===== src/rtl/feeder_pkg.sv =====
// Shared constants for the operand feeder and the 3x3 systolic MAC array top.
// State encoding, store selectors and default array geometry.
package feeder_pkg;

  localparam int DEF_DATA_WIDTH = 32;
  localparam int DEF_N = 3;
  localparam int DEF_M = 3;
  localparam int DEF_K = 3;

  localparam logic [1:0] FDR_IDLE   = 2'd0;
  localparam logic [1:0] FDR_STREAM = 2'd1;
  localparam logic [1:0] FDR_DONE   = 2'd2;

  localparam logic SEL_A = 1'b0;
  localparam logic SEL_B = 1'b1;

  // index width able to address max(a, b) entries, never narrower than 1
  function automatic int fdr_aw(input int a, input int b);
    int m;
    m = (a > b) ? a : b;
    return (m > 1) ? $clog2(m) : 1;
  endfunction

endpackage


===== src/rtl/feeder_lane.sv =====
// One operand lane: pop counter 0..K, element mux and exhausted flag.
// Output is zero whenever the feeder is not streaming or the lane is drained.
module feeder_lane #(
  parameter int DATA_WIDTH = 32,
  parameter int K = 3,
  localparam int CW = $clog2(K + 1),
  localparam int IW = (K > 1) ? $clog2(K) : 1
) (
  input  logic                  clk,
  input  logic                  rst,
  input  logic                  clr,
  input  logic                  active,
  input  logic                  pop,
  input  logic [DATA_WIDTH-1:0] elems [K],
  output logic [DATA_WIDTH-1:0] data,
  output logic                  exhausted
);

  localparam logic [CW-1:0] LAST = CW'(K);

  logic [CW-1:0] cnt;

  assign exhausted = (cnt == LAST);

  // advance on each accepted pop; a new stream restarts from element 0
  always_ff @(posedge clk or posedge rst) begin
    if (rst) cnt <= '0;
    else if (clr) cnt <= '0;
    else if (active && pop && !exhausted) cnt <= cnt + 1'b1;
  end

  // present the current element while the lane still has data
  always_comb begin
    data = '0;
    if (active && !exhausted) data = elems[IW'(cnt)];
  end

endmodule


===== src/rtl/operand_feeder.sv =====
// Operand feeder: holds A (N x K) and B (K x M), streams them per lane.
// Optional FEEDER_OVERRUN_CHECK_EN enables the sticky overrun flag.
module operand_feeder
  import feeder_pkg::*;
#(
  parameter int DATA_WIDTH = DEF_DATA_WIDTH,
  parameter int N = DEF_N,
  parameter int M = DEF_M,
  parameter int K = DEF_K,
  localparam int RW = fdr_aw(N, K),
  localparam int CLW = fdr_aw(K, M)
) (
  input  logic                    clk,
  input  logic                    rst,
  input  logic                    wr_en,
  input  logic                    wr_sel,
  input  logic [RW-1:0]           wr_row,
  input  logic [CLW-1:0]          wr_col,
  input  logic [DATA_WIDTH-1:0]   wr_data,
  input  logic                    start,
  input  logic [N-1:0]            A_read_en,
  input  logic [M-1:0]            B_read_en,
  output logic [N*DATA_WIDTH-1:0] A_out,
  output logic [M*DATA_WIDTH-1:0] B_out,
  output logic                    busy,
  output logic                    finished,
  output logic                    overrun
);

  logic [1:0] state;
  logic [1:0] state_nx;

  logic [DATA_WIDTH-1:0] a_mem [N][K];
  logic [DATA_WIDTH-1:0] b_mem [K][M];
  logic [DATA_WIDTH-1:0] b_col [M][K];

  logic [N-1:0] a_exh;
  logic [M-1:0] b_exh;
  logic streaming;
  logic clr;
  logic in_range;
  logic wr_ok;
  logic all_done;

  assign streaming = (state == FDR_STREAM);
  assign clr = start && !streaming;
  assign all_done = (&a_exh) && (&b_exh);

  assign in_range = (wr_sel == SEL_A)
    ? (32'(wr_row) < N && 32'(wr_col) < K)
    : (32'(wr_row) < K && 32'(wr_col) < M);
  assign wr_ok = wr_en && !streaming && in_range;

  // host write lands in the selected store on this edge
  always_ff @(posedge clk) begin
    if (wr_ok) begin
      if (wr_sel == SEL_A) a_mem[wr_row][wr_col] <= wr_data;
      else b_mem[wr_row][wr_col] <= wr_data;
    end
  end

  for (genvar j = 0; j < M; j++) begin : g_bcol
    for (genvar k = 0; k < K; k++) begin : g_bk
      assign b_col[j][k] = b_mem[k][j];
    end
  end

  for (genvar i = 0; i < N; i++) begin : g_a
    feeder_lane #(.DATA_WIDTH(DATA_WIDTH), .K(K)) u_lane (
      .clk      (clk),
      .rst      (rst),
      .clr      (clr),
      .active   (streaming),
      .pop      (A_read_en[i]),
      .elems    (a_mem[i]),
      .data     (A_out[i*DATA_WIDTH +: DATA_WIDTH]),
      .exhausted(a_exh[i])
    );
  end

  for (genvar j = 0; j < M; j++) begin : g_b
    feeder_lane #(.DATA_WIDTH(DATA_WIDTH), .K(K)) u_lane (
      .clk      (clk),
      .rst      (rst),
      .clr      (clr),
      .active   (streaming),
      .pop      (B_read_en[j]),
      .elems    (b_col[j]),
      .data     (B_out[j*DATA_WIDTH +: DATA_WIDTH]),
      .exhausted(b_exh[j])
    );
  end

  // state register
  always_ff @(posedge clk or posedge rst) begin
    if (rst) state <= FDR_IDLE;
    else state <= state_nx;
  end

  // next state: DONE once every lane has drained, restart only outside STREAM
  always_comb begin
    state_nx = state;
    case (state)
      FDR_IDLE:   if (start) state_nx = FDR_STREAM;
      FDR_STREAM: if (all_done) state_nx = FDR_DONE;
      FDR_DONE:   if (start) state_nx = FDR_STREAM;
      default:    state_nx = FDR_IDLE;
    endcase
  end

  // status outputs decoded from the registered state
  always_comb begin
    busy = streaming;
    finished = (state == FDR_DONE);
  end

`ifdef FEEDER_OVERRUN_CHECK_EN
  logic ov_q;
  logic bad_pop;

  assign bad_pop = (|(A_read_en & a_exh)) || (|(B_read_en & b_exh));

  // sticky misuse flag, cleared by a fresh stream
  always_ff @(posedge clk or posedge rst) begin
    if (rst) ov_q <= 1'b0;
    else if (clr) ov_q <= 1'b0;
    else if (bad_pop || (wr_en && streaming)) ov_q <= 1'b1;
  end

  assign overrun = ov_q;
`else
  assign overrun = 1'b0;
`endif

endmodule


===== config.mk =====
export PLATFORM = sky130hd
export DESIGN_NAME = operand_feeder
export DESIGN_NICKNAME = d
export VERILOG_FILES = /design/src/rtl/feeder_pkg.sv /design/src/rtl/feeder_lane.sv /design/src/rtl/operand_feeder.sv
export SDC_FILE = /design/constraint.sdc
export NUM_CORES = 1
export LEC_CHECK = 0
export ABC_CLOCK_PERIOD_IN_PS = 4400
export BUFFER_PORTS_ARGS = -buffer_cell sky130_fd_sc_hd__buf_4
export CAP_MARGIN = 10
export CORE_MARGIN = 3
export CORE_UTILIZATION = 45
export DETAILED_ROUTE_END_ITERATION = 7
export PLACE_DENSITY = 0.7
export RECOVER_POWER = 25
export SYNTH_ARGS = -nofsm -noshare
export SYNTH_HDL_FRONTEND = slang
export SYNTH_HIERARCHICAL = 1
export SYNTH_SLANG_ARGS = --single-unit
export TNS_END_PERCENT = 50

===== constraint.sdc =====
create_clock -name clk -period 4.4 [get_ports clk]
set_input_delay 0.22 -clock clk [delete_from_list [all_inputs] [get_ports clk]]
set_output_delay 0.22 -clock clk [all_outputs]
set_load 0.02 [all_outputs]

==> After elaboration in Yosys (flattened, before gate mapping) <==
Memory sizes are Yosys's and may differ from the RTL's.
Cells that the tools add are included.
W data, S select, Z words.
{ "word_totals": {"regBits": 14, "ram_bits": 576, "in_bits": 47, "output_inout_bits": 195, "word_cells": 131, "mem_count": 2} }
{ "classes": {"n_addsub": 6, "order_cmp": 10, "eq_ne": 10, "muxes": 47, "bitwise_logic": 7, "reduce_logical": 42} }
{ "mem_list": {"columns": ["name", "depth", "word_bits", "rd", "rd_clocked_by_memory_dff", "write_ports", "line", "rtl"], "rows": [
  ["a_mem", 3, 96, 3, 0, 1, "operand_feeder.sv:33", "logic [DATA_WIDTH-1:0] a_mem [N][K];"],
  ["b_mem", 3, 96, 3, 0, 1, "operand_feeder.sv:34", "logic [DATA_WIDTH-1:0] b_mem [K][M];"]
]} }
{ "op_table": {"columns": ["operator", "count"], "rows": [
  ["$mux W32", 19],
  ["$bmux W32 S2", 6],
  ["$mux W96", 2],
  ["$demux W32 S2", 1],
  ["$mux W2", 14],
  ["$logic_and A1 B1 Y1", 24],
  ["$ge A3 B3 Y1 const B", 7],
  ["$not A2 Y3", 7],
  ["$eq A2 B2 Y1 const B", 7],
  ["$add A2 B1 Y2 const B", 6],
  ["$reduce_bool A2 Y1", 6],
  ["$logic_not A1 Y1", 7],
  ["$reduce_and A3 Y1", 2],
  ["$lt A2 B2 Y1 const B", 2],
  ["$mux W1", 4],
  ["$pmux W2 S2", 1],
  ["$lt A3 B1 Y1 const B", 1],
  ["$eq A2 B1 Y1 const B", 1],
  ["$logic_not A2 Y1", 1],
  ["$ne A2 B1 Y1 const B", 1],
  ["$ne A2 B2 Y1 const B", 1],
  ["$reduce_and A2 Y1", 1],
  ["$reduce_or A2 Y1", 1]
]} }

==> Depth between registers and ports, before layout <==
{ "logic_depth": {"word_depth": 6, "depth_mapped": 6} }

==> Modules after synthesis <==
Netlist, hierarchy kept.
{ "by_module_without_submodules": {"columns": ["module", "n_inst", "cells_each", "area_each_um2"], "rows": [
  ["operand_feeder", 1, 622, 17575.6],
  ["feeder_lane", 6, 158, 1420.1]
]} }

==> Worst setup path before layout <==
No wires, ideal clock.
{ "synth_path": {"path_kind": "register to register", "startpoint": "register state[0]", "endpoint": "memory a_mem[1][0] in the netlist's numbering (enable)", "setup_ns": 0.461, "arrival_time_ns": 2.936, "setup_slack_ns": 1.003, "stages_incl_launch_ff": 5, "period_less_slack_ns": 3.397, "path_cell_list": "dfrtp_1 nand2b_1 buf_2 nand3b_1 nor3_1"} }
{ "synth_between": {"elab_chain_len": 6} }
{ "synth_rtl": {"columns": ["item", "line", "rtl"], "rows": [
  ["start, declared", "operand_feeder.sv:30", "logic [1:0] state;"],
  ["start signal, assigned", "operand_feeder.sv:97", "else state <= state_nx;"],
  ["$eq A2 B1 Y1", "operand_feeder.sv:45", "assign streaming = (state == FDR_STREAM);"],
  ["$logic_not A1 Y1", "operand_feeder.sv:52", "assign wr_ok = wr_en && !streaming && in_range;"],
  ["$logic_and A1 B1 Y1 (2 in a row)", "operand_feeder.sv:52", null],
  ["$mux W1", "operand_feeder.sv:56", "if (wr_ok) begin"],
  ["$mux W96 (not written as such)", "operand_feeder.sv:57", "if (wr_sel == SEL_A) a_mem[wr_row][wr_col] <= wr_data;"],
  ["end, declared", "operand_feeder.sv:33", null]
]} }
No other way between the ends.

==> Final worst setup path <==
{ "layout_path": {"startpoint": "register state[1]", "endpoint": "output B_out[95]"} }
{ "layout_between": {"elab_chain_len": 3} }
{ "layout_rtl": {"columns": ["item", "line", "rtl"], "rows": [
  ["$eq A2 B1 Y1", "operand_feeder.sv:45", null],
  ["$logic_and A1 B1 Y1", "feeder_lane.sv:35", "if (active && !exhausted) data = elems[IW'(cnt)];"],
  ["$mux W32", "feeder_lane.sv:35", null],
  ["end, declared", "operand_feeder.sv:24", "output logic [M*DATA_WIDTH-1:0] B_out,"]
]} }
No other way between the ends.

==> run metrics <==
final hold vios=0; Cells after Synth=1570; vias in the first global route=13939; first-pass GRT wire length=94050 um; Syn Nets=1623; Post-Route Utilization=52.83%; number of synthesized register bits=590; final wirelength=65090 um; crit path capture type=output pin; Gate power share=47.6%; Iter 0 DRT Violations=1453; share of cells above drive strength 1=38.77%; Area Overhead vs Synth=15.24%; Die Span Y=246.8 um; Post-synth EDFFs=576; sequential share of power=29.7%; IO Pins=242; Mapped Avg Cell Area=16.62 um^2; Routed Antenna Nets=0; failing checks=capacitance limit, slew limit; mean number of vias per cell=5.498; post-layout min period=3.709 ns; TNS Setup=0 ns; via count=14217; HP Class=primary input to flip-flop; fin crit share=84.30%; clk_lat worst skew=0.60 ns; NetSw=8481 uW; worst vdd ir=0.4474 mV; leakage dissipation=0.009470 uW; DRC violations left=0; Initial Util=45.84%; row cnt=87; post-synthesis sequential area ratio=67.62%; commonest non-fill, non-tap cell in the layout=edfxtp_1; startpoint class of the critical path=flip-flop; min-delay src=wr_data[16]; Crit path required time=4.18 ns; Overall Power=21250 uW; Post-CTS Hold Buffers=3; Slew @ Worst Pin=1.523 ns; Synth Warn #=6; total gr overflow=0; power share of the clock group=22.8%; cells resized by post-CTS repair=0; WHS=0.04575 ns; Primary FF master, synth=edfxtp_1; Slew headroom=-1.519%; HPWL Detailed=37240 um; ys async rst share=2.373%; Num CTS Buffers=60; total track usage=21.20%; Pint=12770 uW; routability congestion estimate=0.7684; die area=60920 um^2; CTS tree=built; post-route worst setup slack=0.6910 ns; Root Buffer=clkbuf_16; CTS max path bufs=3; TritonRoute pass-1 iters=5; Post-CTS Setup Inserts=0; final net count=1832; Sw Ratio=39.90%; Die Wd=246.8 um; WS Path Type=flip-flop to output pin; Fmax=269.6 MHz; drt wl/cell=25.17 um; clock sinks=590; Crit Path Max Fanout=32; Unique masters post-synth=27; reg-to-reg startpoint=state[0]$_DFFE_PP0P_; Netlist Area Pre-Place=26100 um^2; largest net degree at the start of global routing=98; dpl ws=1.347 ns; number of H-tree levels=2; Final Max Tran Viols=37; RSZ-0062 raised after global routing=false; antenna violations before repair=2; port buffer count=240; Pwr Density=706.7 nW/um^2; CP Launch Point=state[1]$_DFFE_PP0P_; clk slew on worst S/H paths=0.06 ns; commonest cells after routing, fill and taps aside=edfxtp_1, a211oi_2, buf_4; crit path DAT=3.49 ns; clk_skew=0.01024 ns; Core ar.=56930 um^2; setup violators final=0; Max-cap violations=3; status=complete, but fails checks
cells in the mapped netlist, types with 11 or more instances:
| library cell | number | area [um^2] |
|---|---|---|
| edfxtp_1 | 576 | 17300 |
| a211oi_2 | 348 | 4354 |
| nand2b_1 | 199 | 1245 |
| nor2b_1 | 194 | 1214 |
| buf_2 | 74 | 370.4 |
| a211oi_1 | 36 | 270.3 |
| nor2_1 | 30 | 112.6 |
| buf_12 | 18 | 360.4 |
| dfrtp_1 | 14 | 350.3 |
| buf_1 | 12 | 45.04 |
| clkbuf_1 | 12 | 45.04 |
| nand3b_1 | 11 | 82.58 |
layer usage:
metal  GRT usage, %  routed length (um)  vias up
met5              0                  33        -
met4          5.663                1325        4
met3          3.958                4187       83
met2          31.96               29510      419
met1          31.65               30030     7246
li1               -                   -     6465
cells by family after synthesis:
kind of cell             share of synthesized area, %
multiplexers                                   0.2301
other                                         0.01437
XOR/XNOR                                       0.2014
buffers and inverters                           3.476
flip-flops                                      67.62
adder cells (fa/ha/maj)                        0.2877
AO/OA/AOI/OAI                                   17.78
AND/OR/NAND/NOR                                 10.39
final timing paths:
check | slack (ns) | cells after the start | to
max | 0.69 | 5 | B_out[95]
min | 0.05 | 1 | a_mem[0][80]$_DFFE_PP_
max reg2reg | 2.18 | 3 | b_mem[2][19]$_DFFE_PP_
min reg2reg | 0.51 | 1 | state[0]$_DFFE_PP0P_
max in group asynchronous | 4.09 | 3 | g_b[1].u_lane/cnt[1]$_DFFE_PP0P_
min in group asynchronous | 0.17 | 3 | g_b[2].u_lane/cnt[1]$_DFFE_PP0P_
metrics by stage:
| step | area [um^2] | instances |
|---|---|---|
| after floorplan | 26100 | 1570 |
| after global placement | 28290 | 2470 |
| after detailed placement | 28290 | 2470 |
| after CTS | 30160 | 2582 |
| after global routing | 30060 | 2582 |
| final | 30070 | 2586 |
worst max-delay path, stage by stage, from the launching register on:
cell and delay (ns):
dfrtp_1 0.37, nand2b_1 0.25, inv_1 0.58, nand2b_2 0.77, a211oi_1 0.66, buf_4 0.24
layout make-up:
class	count	area, um^2
Clock inverter	31	225.2
Fill cell	4552	26860
Clock buffer	78	1610
Timing Repair Buffer	270	1941
Multi-Input combinational cell	848	7631
Antenna cell	4	10.01
Tap cell	756	945.9
Inverter	9	33.78
Sequential cell	590	17680
power groups by stage:
stage / Clock (uW) / Combinational [uW] / Sequential, uW
after CTS: 4930 / 10300 / 6300
final: 4840 / 10100 / 6300
after global routing: 5180 / 10800 / 6310
after floorplan: 0 / 7050 / 6420
after global placement: 0 / 10100 / 6410
after detailed placement: 0 / 10200 / 6420
sequential cells by signal, indices dropped and copies added, names as in the netlist:
signal / cells
a_mem: 288
b_mem: 288
g_a.u_lane/cnt: 6
g_b.u_lane/cnt: 6
state: 2
No activity file was read; power rests on OpenSTA's default activity.
